$ cat src/rtl/reg_scoreboard_pkg.sv
// Shared definitions for the pending-write scoreboard: default geometry,
// ID->scoreboard and WB->scoreboard bus widths, and the counter-maximum helper.
// SB_WB_BYPASS_EN (optional macro) lets a retiring last write release dependants in the same cycle.
package reg_scoreboard_pkg;

    // Default geometry: 32 architectural registers, 5-bit addresses, 2-bit counters.
    localparam int SB_NREG = 32;
    localparam int SB_AW   = 5;
    localparam int SB_CW   = 2;

    // ID_to_SB bus: {valid, rs_addr, rs_en, rt_addr, rt_en, dest_addr, dest_long, fire}
    function automatic int id_to_sb_bus_wd(input int aw);
        return 3 * aw + 5;
    endfunction

    // WB_to_SB bus: {valid, dest_addr, long}
    function automatic int wb_to_sb_bus_wd(input int aw);
        return aw + 2;
    endfunction

    // Largest value a CW-bit pending counter can hold (all ones).
    function automatic int sb_cnt_max(input int cw);
        return (1 << cw) - 1;
    endfunction

endpackage

$ cat src/rtl/reg_scoreboard_sb_counter.sv
// Saturating CW-bit up/down pending-write counter for one architectural register.
// Ports: clk, reset (async active-high), inc, dec, clr (clr wins) -> cnt, err (one-cycle illegal-update pulse).
// inc+dec together cancel; inc at full or dec at zero holds the count and raises err.
module sb_counter
    import reg_scoreboard_pkg::*;
#(
    parameter int CW = SB_CW
) (
    input  logic          clk,
    input  logic          reset,
    input  logic          inc,
    input  logic          dec,
    input  logic          clr,
    output logic [CW-1:0] cnt,
    output logic          err
);

    localparam logic [CW-1:0] CNT_MAX = CW'(sb_cnt_max(CW));

    logic [CW-1:0] cnt_q;
    logic          up;
    logic          down;
    logic          full;
    logic          zero;

    assign up   = inc & ~dec;
    assign down = dec & ~inc;
    assign full = (cnt_q == CNT_MAX);
    assign zero = (cnt_q == '0);

    always_ff @(posedge clk or posedge reset) begin
        if (reset) begin
            cnt_q <= '0;
        end else if (clr) begin
            cnt_q <= '0;
        end else if (up && !full) begin
            cnt_q <= cnt_q + CW'(1);
        end else if (down && !zero) begin
            cnt_q <= cnt_q - CW'(1);
        end
    end

    // A flush clears everything, so an update that would have been illegal is moot.
    assign err = ~clr & ((up & full) | (down & zero));
    assign cnt = cnt_q;

endmodule

$ cat src/rtl/reg_scoreboard.sv
// Per-register pending-write scoreboard that gates ID issue against in-flight long-latency writes.
// Ports: ID request/fire bus in, WB retire bus in, flush in -> id_ready_go (combinational), sb_busy, sb_err (sticky).
// Optional macro SB_WB_BYPASS_EN: a retiring last outstanding write does not stall its readers that cycle.
module reg_scoreboard
    import reg_scoreboard_pkg::*;
#(
    parameter int NREG = SB_NREG,
    parameter int AW   = SB_AW,
    parameter int CW   = SB_CW
) (
    input  logic          clk,
    input  logic          reset,
    input  logic          id_valid,
    input  logic [AW-1:0] id_rs_addr,
    input  logic          id_rs_en,
    input  logic [AW-1:0] id_rt_addr,
    input  logic          id_rt_en,
    input  logic [AW-1:0] id_dest_addr,
    input  logic          id_dest_long,
    input  logic          id_fire,
    input  logic          wb_valid,
    input  logic [AW-1:0] wb_dest_addr,
    input  logic          wb_long,
    input  logic          flush,
    output logic          id_ready_go,
    output logic          sb_busy,
    output logic          sb_err
);

    localparam int ID_BUS_WD = id_to_sb_bus_wd(AW);
    localparam int WB_BUS_WD = wb_to_sb_bus_wd(AW);
    localparam logic [CW-1:0] CNT_MAX = CW'(sb_cnt_max(CW));

    // Packed views of the two incoming pipeline buses.
    logic [ID_BUS_WD-1:0] id_to_sb_bus;
    logic [WB_BUS_WD-1:0] wb_to_sb_bus;

    assign id_to_sb_bus = {id_valid, id_rs_addr, id_rs_en, id_rt_addr, id_rt_en,
                           id_dest_addr, id_dest_long, id_fire};
    assign wb_to_sb_bus = {wb_valid, wb_dest_addr, wb_long};

    logic          b_valid;
    logic [AW-1:0] b_rs;
    logic          b_rs_en;
    logic [AW-1:0] b_rt;
    logic          b_rt_en;
    logic [AW-1:0] b_dest;
    logic          b_dest_long;
    logic          b_fire;
    logic          b_wb_valid;
    logic [AW-1:0] b_wb_dest;
    logic          b_wb_long;

    assign {b_valid, b_rs, b_rs_en, b_rt, b_rt_en, b_dest, b_dest_long, b_fire} = id_to_sb_bus;
    assign {b_wb_valid, b_wb_dest, b_wb_long} = wb_to_sb_bus;

    // Register 0 is hardwired zero and never tracked.
    logic inc_req;
    logic dec_req;

    assign inc_req = b_fire & b_dest_long & (b_dest != '0);
    assign dec_req = b_wb_valid & b_wb_long & (b_wb_dest != '0);

    logic [CW-1:0] cnt [NREG];
    logic [NREG-1:0] err_vec;

    assign cnt[0]     = '0;
    assign err_vec[0] = 1'b0;

    for (genvar i = 1; i < NREG; i++) begin : g_cnt
        sb_counter #(.CW(CW)) u_cnt (
            .clk   (clk),
            .reset (reset),
            .inc   (inc_req & (b_dest == AW'(i))),
            .dec   (dec_req & (b_wb_dest == AW'(i))),
            .clr   (flush),
            .cnt   (cnt[i]),
            .err   (err_vec[i])
        );
    end

    // Pending test for a source operand.
    logic rs_pend;
    logic rt_pend;

`ifdef SB_WB_BYPASS_EN
    // The WB value is forwarded, so the final outstanding write retiring now is not a hazard.
    always_comb begin
        rs_pend = (cnt[b_rs] != '0)
                  & ~(dec_req & (b_wb_dest == b_rs) & (cnt[b_rs] == CW'(1)));
        rt_pend = (cnt[b_rt] != '0)
                  & ~(dec_req & (b_wb_dest == b_rt) & (cnt[b_rt] == CW'(1)));
    end
`else
    always_comb begin
        rs_pend = (cnt[b_rs] != '0);
        rt_pend = (cnt[b_rt] != '0);
    end
`endif

    logic haz_a;
    logic haz_b;
    logic sat;

    assign haz_a = b_rs_en & (b_rs != '0) & rs_pend;
    assign haz_b = b_rt_en & (b_rt != '0) & rt_pend;
    // Holding issue at a full counter keeps increments from ever overflowing.
    assign sat   = b_dest_long & (b_dest != '0) & (cnt[b_dest] == CNT_MAX);

    assign id_ready_go = ~(b_valid & (haz_a | haz_b | sat));

    always_comb begin
        sb_busy = 1'b0;
        for (int i = 1; i < NREG; i++) begin
            sb_busy = sb_busy | (cnt[i] != '0);
        end
    end

    always_ff @(posedge clk or posedge reset) begin
        if (reset) begin
            sb_err <= 1'b0;
        end else if (|err_vec) begin
            sb_err <= 1'b1;
        end
    end

endmodule
$ cat config.mk
export PLATFORM = sky130hd
export DESIGN_NAME = reg_scoreboard
export DESIGN_NICKNAME = d
export VERILOG_FILES = /design/src/rtl/reg_scoreboard_pkg.sv /design/src/rtl/reg_scoreboard_sb_counter.sv /design/src/rtl/reg_scoreboard.sv
export SDC_FILE = /design/constraint.sdc
export NUM_CORES = 1
export LEC_CHECK = 0
export BUFFER_PORTS_ARGS = -buffer_cell sky130_fd_sc_hd__buf_2
export CORE_ASPECT_RATIO = 0.8
export CORE_MARGIN = 5
export CORE_UTILIZATION = 28
export DETAILED_ROUTE_END_ITERATION = 8
export SETUP_SLACK_MARGIN = 0.5
export SLEW_MARGIN = 10
export SYNTH_ARGS = -nofsm -noshare
export SYNTH_HDL_FRONTEND = slang
export SYNTH_SLANG_ARGS = --single-unit
$ cat constraint.sdc
create_clock -name clk -period 4.37 [get_ports clk]
set_input_delay 0.6555 -clock clk [delete_from_list [all_inputs] [get_ports clk]]
set_output_delay 0.6555 -clock clk [all_outputs]
set_load 0.03 [all_outputs]
Yosys cells after proc, flatten, opt, wreduce, memory -nomap -nowiden
Cells that the tools add are included.
- bits in registers: 63
- bits of input ports: 30
- add/subtract/negate cells: 62
- order comparisons: 3
- equal/unequal tests: 94
- muxes and demuxes: 102
- bitwise logic cells: 358
- reductions and logical operators: 224
- operator list (operator ; number):
    AND 1 bit ; 228
    2-to-1 mux 2 bit ; 99
    == test 5 bit, second input constant ; 32
    nonzero test 3 bit ; 31
    == test 5 x 4 -> 1 bit, second input constant ; 16
    nonzero test 2 bit ; 33
    == test 2 bit, second input constant ; 32
    NOT 1 bit ; 64
    bitwise OR 1 bit ; 63
    adder 2 x 1 -> 2 bit, second input constant ; 31
    logical AND 1 bit ; 62
    zero test 1 bit ; 62
    zero test 2 bit ; 31
    subtractor 2 x 1 -> 2 bit, second input constant ; 31
    == test 5 x 3 -> 1 bit, second input constant ; 8
    OR reduction 31 bit ; 1
    binary-select mux 2 bit (select 5 bit) ; 3
    == test 5 x 2 -> 1 bit, second input constant ; 4
    nonzero test 5 bit ; 4
    >= comparator 6 bit, second input constant ; 3
    NOT 5 -> 6 bit ; 3
    == test 5 x 1 -> 1 bit, second input constant ; 2

Depth between registers and ports, before layout
- depth after elaboration: 31
- gate-level depth with buffers: 10

Hierarchy
A second synthesis with hierarchy kept.
- cells, all modules: 780
- area, all modules: 6083.3 µm²
- by module, submodules not included (module ; instances ; cells each ; area an instance (µm²) ; seq. area each (µm²)):
    sb_counter ; 31 ; 16 ; 140.1 ; 50.0
    reg_scoreboard ; 1 ; 284 ; 1739.2 ; 25.0

Worst setup path after synthesis
OpenSTA, ideal clock, no wires.
- kind: input-to-output
- start: input port id_dest_addr[0]
- end: output port id_ready_go
- data arrival time: 2407 ps
- required time: 3714 ps
- path slack: 1308 ps
- cell stages on the path: 7
- buffers on the path: 1
- cells stage by stage: buf_6 > mux4_2 > a211oi_1 > or4_1 > a31oi_1 > o311a_1 > o21ai_1
- word-level cells in the longest chain between the ends: 9
- ends and longest elaborated chain (what ; line ; RTL):
    start: declaration ; reg_scoreboard.sv:18 ; input logic [AW-1:0] id_dest_addr,
    NOT 5 -> 6 bit (implied by the code) ; reg_scoreboard.sv:108 ; assign sat = b_dest_long & (b_dest != '0) & (cnt[b_dest] == CNT_MAX);
    binary-select mux 2 bit (select 5 bit) ; reg_scoreboard.sv:108 ;
    2-to-1 mux 2 bit (implied by the code) (2 in a row) ; reg_scoreboard.sv:108 ;
    == test 2 bit ; reg_scoreboard.sv:108 ;
    AND 1 bit * ; reg_scoreboard.sv:108 ;
    bitwise OR 1 bit * ; reg_scoreboard.sv:110 ; assign id_ready_go = ~(b_valid & (haz_a | haz_b | sat));
    AND 1 bit * ; reg_scoreboard.sv:110 ;
    NOT 1 bit * ; reg_scoreboard.sv:110 ;
    end: declaration ; reg_scoreboard.sv:25 ; output logic id_ready_go,
Every way passes the cells marked *; elsewhere a longest branch is shown, timed or not. The select of a mux whose other input is x is not followed.

Worst setup path in the final report
Ends and elaborated chain as after synthesis.

==> summary.md <==
| Metric | Value |
|---|---|
| Status | `completed` |
| Required @ worst endpoint | `roughly 3.7 ns` |
| Min Tclk post-route | `roughly 3.6 ns` |
| Mux contribution to synthesized area | `under 10%` |
| Max cap viols | `0` |
| Pre-CTS setup slack | `roughly 0.9 ns` |
| First-pass GRT wire length | `32.4 mm` |
| Hold Violations, Final | `0` |
| Congestion Overflow GR | `0` |
| Root Buffer | `clkbuf_16` |
| Reg clk slew, reported paths | `roughly 0.05 ns` |
| Post-synth top cells | `nor2_1 (79), o21ai_0 (73), nand2_1 (64)` |
| Slew headroom | `slightly above 50%` |
| Die area | `23300 um^2` |
| Worst Reg-to-Reg Cells | `6` |
| Total CTS buffers | `9` |
| DRC Markers | `0` |
| Clock latency on the worst-skew pair | `~0.34 ns` |
| Top cells by area, synth | `dfrtp_1 (28%), a211oi_1 (7.8%), mux4_2 (7.1%)` |
| FMAX | `~280 MHz` |
| Share of the synthesized area in the top cell type | `27.7%` |
| Final Util | `between 30% and 40%` |
| Leak | `0.00221 uW` |
| Pins Over Slew Limit | `0` |
| Post-synth EDFFs | `0` |
| CTS tree | `done` |
| Final setup fails | `0` |
| Crit path kind | `input pin to primary output` |
| Synth Instances | `730` |
| Yosys reg bits | `63` |
| Ant diodes | `0` |
| Clock sink count | `63` |
| Initial DRC count | `between 700 and 800` |
| Hold WC Path Type | `input pin to async pin` |
| Clock Path Buffers | `2` |
| Number of synthesis warnings | `0` |
| Worst hold margin | `between 0.4 and 0.5 ns` |
| Total power | `1480 uW` |
| Post-CTS Setup Bufs | `0` |
| GRT Total Usage | `between 10% and 20%` |
| Post-DR vias/cell | `roughly 6.1` |
| PostCTS Resize Cnt | `0` |
| Final Cycle Share | `approximately four fifths` |
| Post-CTS Hold Buffers | `0` |
| Count leader, synth | `nor2_1` |
| Synth Area in XOR/XNOR | `0%` |
| Antenna Nets Post-Route | `0` |
| Drt total wl | `between 20 and 25 mm` |
| Final RePlAce weighted congestion | `~1` |
| Worst vdd rail ir drop | `roughly 0.16 mV` |
| Critical Path Fanout Max | `27` |
| Avg Synthesized Cell Area | `7.78 um^2` |
| Setup TNS | `0 ns` |
| RSZ-0062 raised after global routing | `false` |
| Asr flop ratio synth | `100%` |
| Synth Cell Area | `5680 um^2` |
| Synth Area in Adders | `0%` |
| Vias | `6101` |
| Clock Skew | `0.00471 ns` |
| Crit path launch type | `input pin` |
| Rows | `46` |
| Crit. End Element | `primary output` |
| Worst EP arrival | `a little under 3 ns` |
| Setup WS post-layout | `just over 0.8 ns` |
| Pwr/cell area | `about 240 nW/um^2` |
| Cell taking the most area after synthesis | `dfrtp_1` |
| Layout net count | `768` |
| Die W | `about 170 um` |
| Largest net degree at the start of global routing | `64` |
| Vias in the first global route | `~5500` |
| Synth Flop Type | `dfrtp_1` |
| Die height | `137 um` |
| Post-synth cell types | `75` |
| Port bufs | `32` |
| Largest family of logic cells by synthesized area | `compound AO/OA/AOI/OAI gates` |
| Core ar. | `around 20000 um^2` |
| Complex-gate fraction of the synthesized area | `a little under a third` |
| Slew @ Worst Pin | `between 0.7 and 0.8 ns` |
| Initial core utilization | `between 20 and 30%` |
| DR WL/cell | `between 20 and 25 um` |
| Area Overhead vs Synth | `10.3%` |
| Syn_nets | `760` |
| # IOs | `33` |
| # fillers | `2159` |
| Dpl hpwl | `15.6 mm` |
| Initial antenna violation count | `1` |
| Layout cells sized above 1 | `12.2%` |
| Post-synthesis sequential area ratio | `between 20% and 30%` |
| DRT Pass-1 Iters | `6` |
| Simple-gate share of the synthesized area | `about 28%` |
| CTS H-Tree Depth | `3` |
==> state kept, by name (all words and copies together) (netlist names) <==
signal           cells
g_cnt.u_cnt.cnt     62
sb_err               1
==> final timing paths <==
path                                                    start                            endpoint  slack, ns
max                                           id_dest_addr[0]                         id_ready_go       0.81
max reg2reg                 g_cnt[8].u_cnt.cnt[0]$_DFFE_PP0P_                  sb_err$_DFFE_PP0P_       2.31
max in group asynchronous                               reset  g_cnt[26].u_cnt.cnt[1]$_DFFE_PP0P_       3.06
min reg2reg                g_cnt[13].u_cnt.cnt[0]$_DFFE_PP0P_  g_cnt[13].u_cnt.cnt[0]$_DFFE_PP0P_       0.53
min                                                     reset   g_cnt[5].u_cnt.cnt[0]$_DFFE_PP0P_       0.41
min in group clk           g_cnt[13].u_cnt.cnt[0]$_DFFE_PP0P_  g_cnt[13].u_cnt.cnt[0]$_DFFE_PP0P_       0.53
==> power breakdown <==
group | internal [uW] | switching, uW | total [uW]
Sequential | 588 | 8.07 | 596
Clock | 411 | 267 | 678
Combinational | 61.6 | 142 | 204
Total | 1060 | 417 | 1480
==> worst max-delay path, stage by stage <==
cell and delay (ns):
buf_2 0.42, nor2b_1 0.43, a221oi_1 0.15, or4_1 0.51, a31oi_1 0.18, o311a_1 0.30, o21ai_1 0.08, buf_2 0.17
==> final cells by class <==
cell class              instances  area [um^2]  share of cell area, %
well taps                     264          330                   5.27
clock inverters                 4         20.0                  0.319
clock buffers                  12          256                   4.09
repair buffers                 37          198                   3.15
inverters                      38          143                   2.28
multi-input cells             589         3740                   59.7
flip-flops and latches         63         1580                   25.2
==> per-layer routing <==
| layer | GRT usage [%] | wire (um) | vias to the layer above |
|---|---|---|---|
| met3 | 5.19 | 2400 | 44 |
| met4 | 4.60 | 423 | 2 |
| li1 | - | - | 2798 |
| met1 | 26.8 | 9530 | 2920 |
| met2 | 24.4 | 8100 | 337 |
| met5 | 0 | 7 | - |
==> layout by cell type (no fill, tap or decap), types with 5 or more instances in the layout <==
cell        n
nor3_1     39
a32oi_1     7
clkbuf_16   9
a21oi_1    58
nor2_1     79
and3_1      7
nor2b_1     5
a211oi_1   59
mux4_2     18
nand4b_1    5
nand2_1    64
nand3_1    13
dfrtp_1    63
nand3b_1    6
or3_1       5
o21ai_0    73
and2_1      7
buf_4       5
and3b_1     5
nor4_1      9
o211ai_1   12
nand2b_1   15
a2111oi_0   6
buf_2      32
inv_1      37
nand4_1    12
o22ai_1     5
==> through the flow <==
stage | instance area (um^2) | instances
CTS | 6270 | 1007
finish | 6270 | 1007
global route | 6270 | 1007
detailed placement | 5990 | 991
global placement | 5990 | 991
floorplan | 5680 | 730
==> cell families after synthesis <==
logic type / after synthesis
and+or+nand+nor: 305
AOI/OAI and AO/OA: 264
buffers and inverters: 78
DFF: 63
muxes: 20
Power figures use the tool's default switching activity.
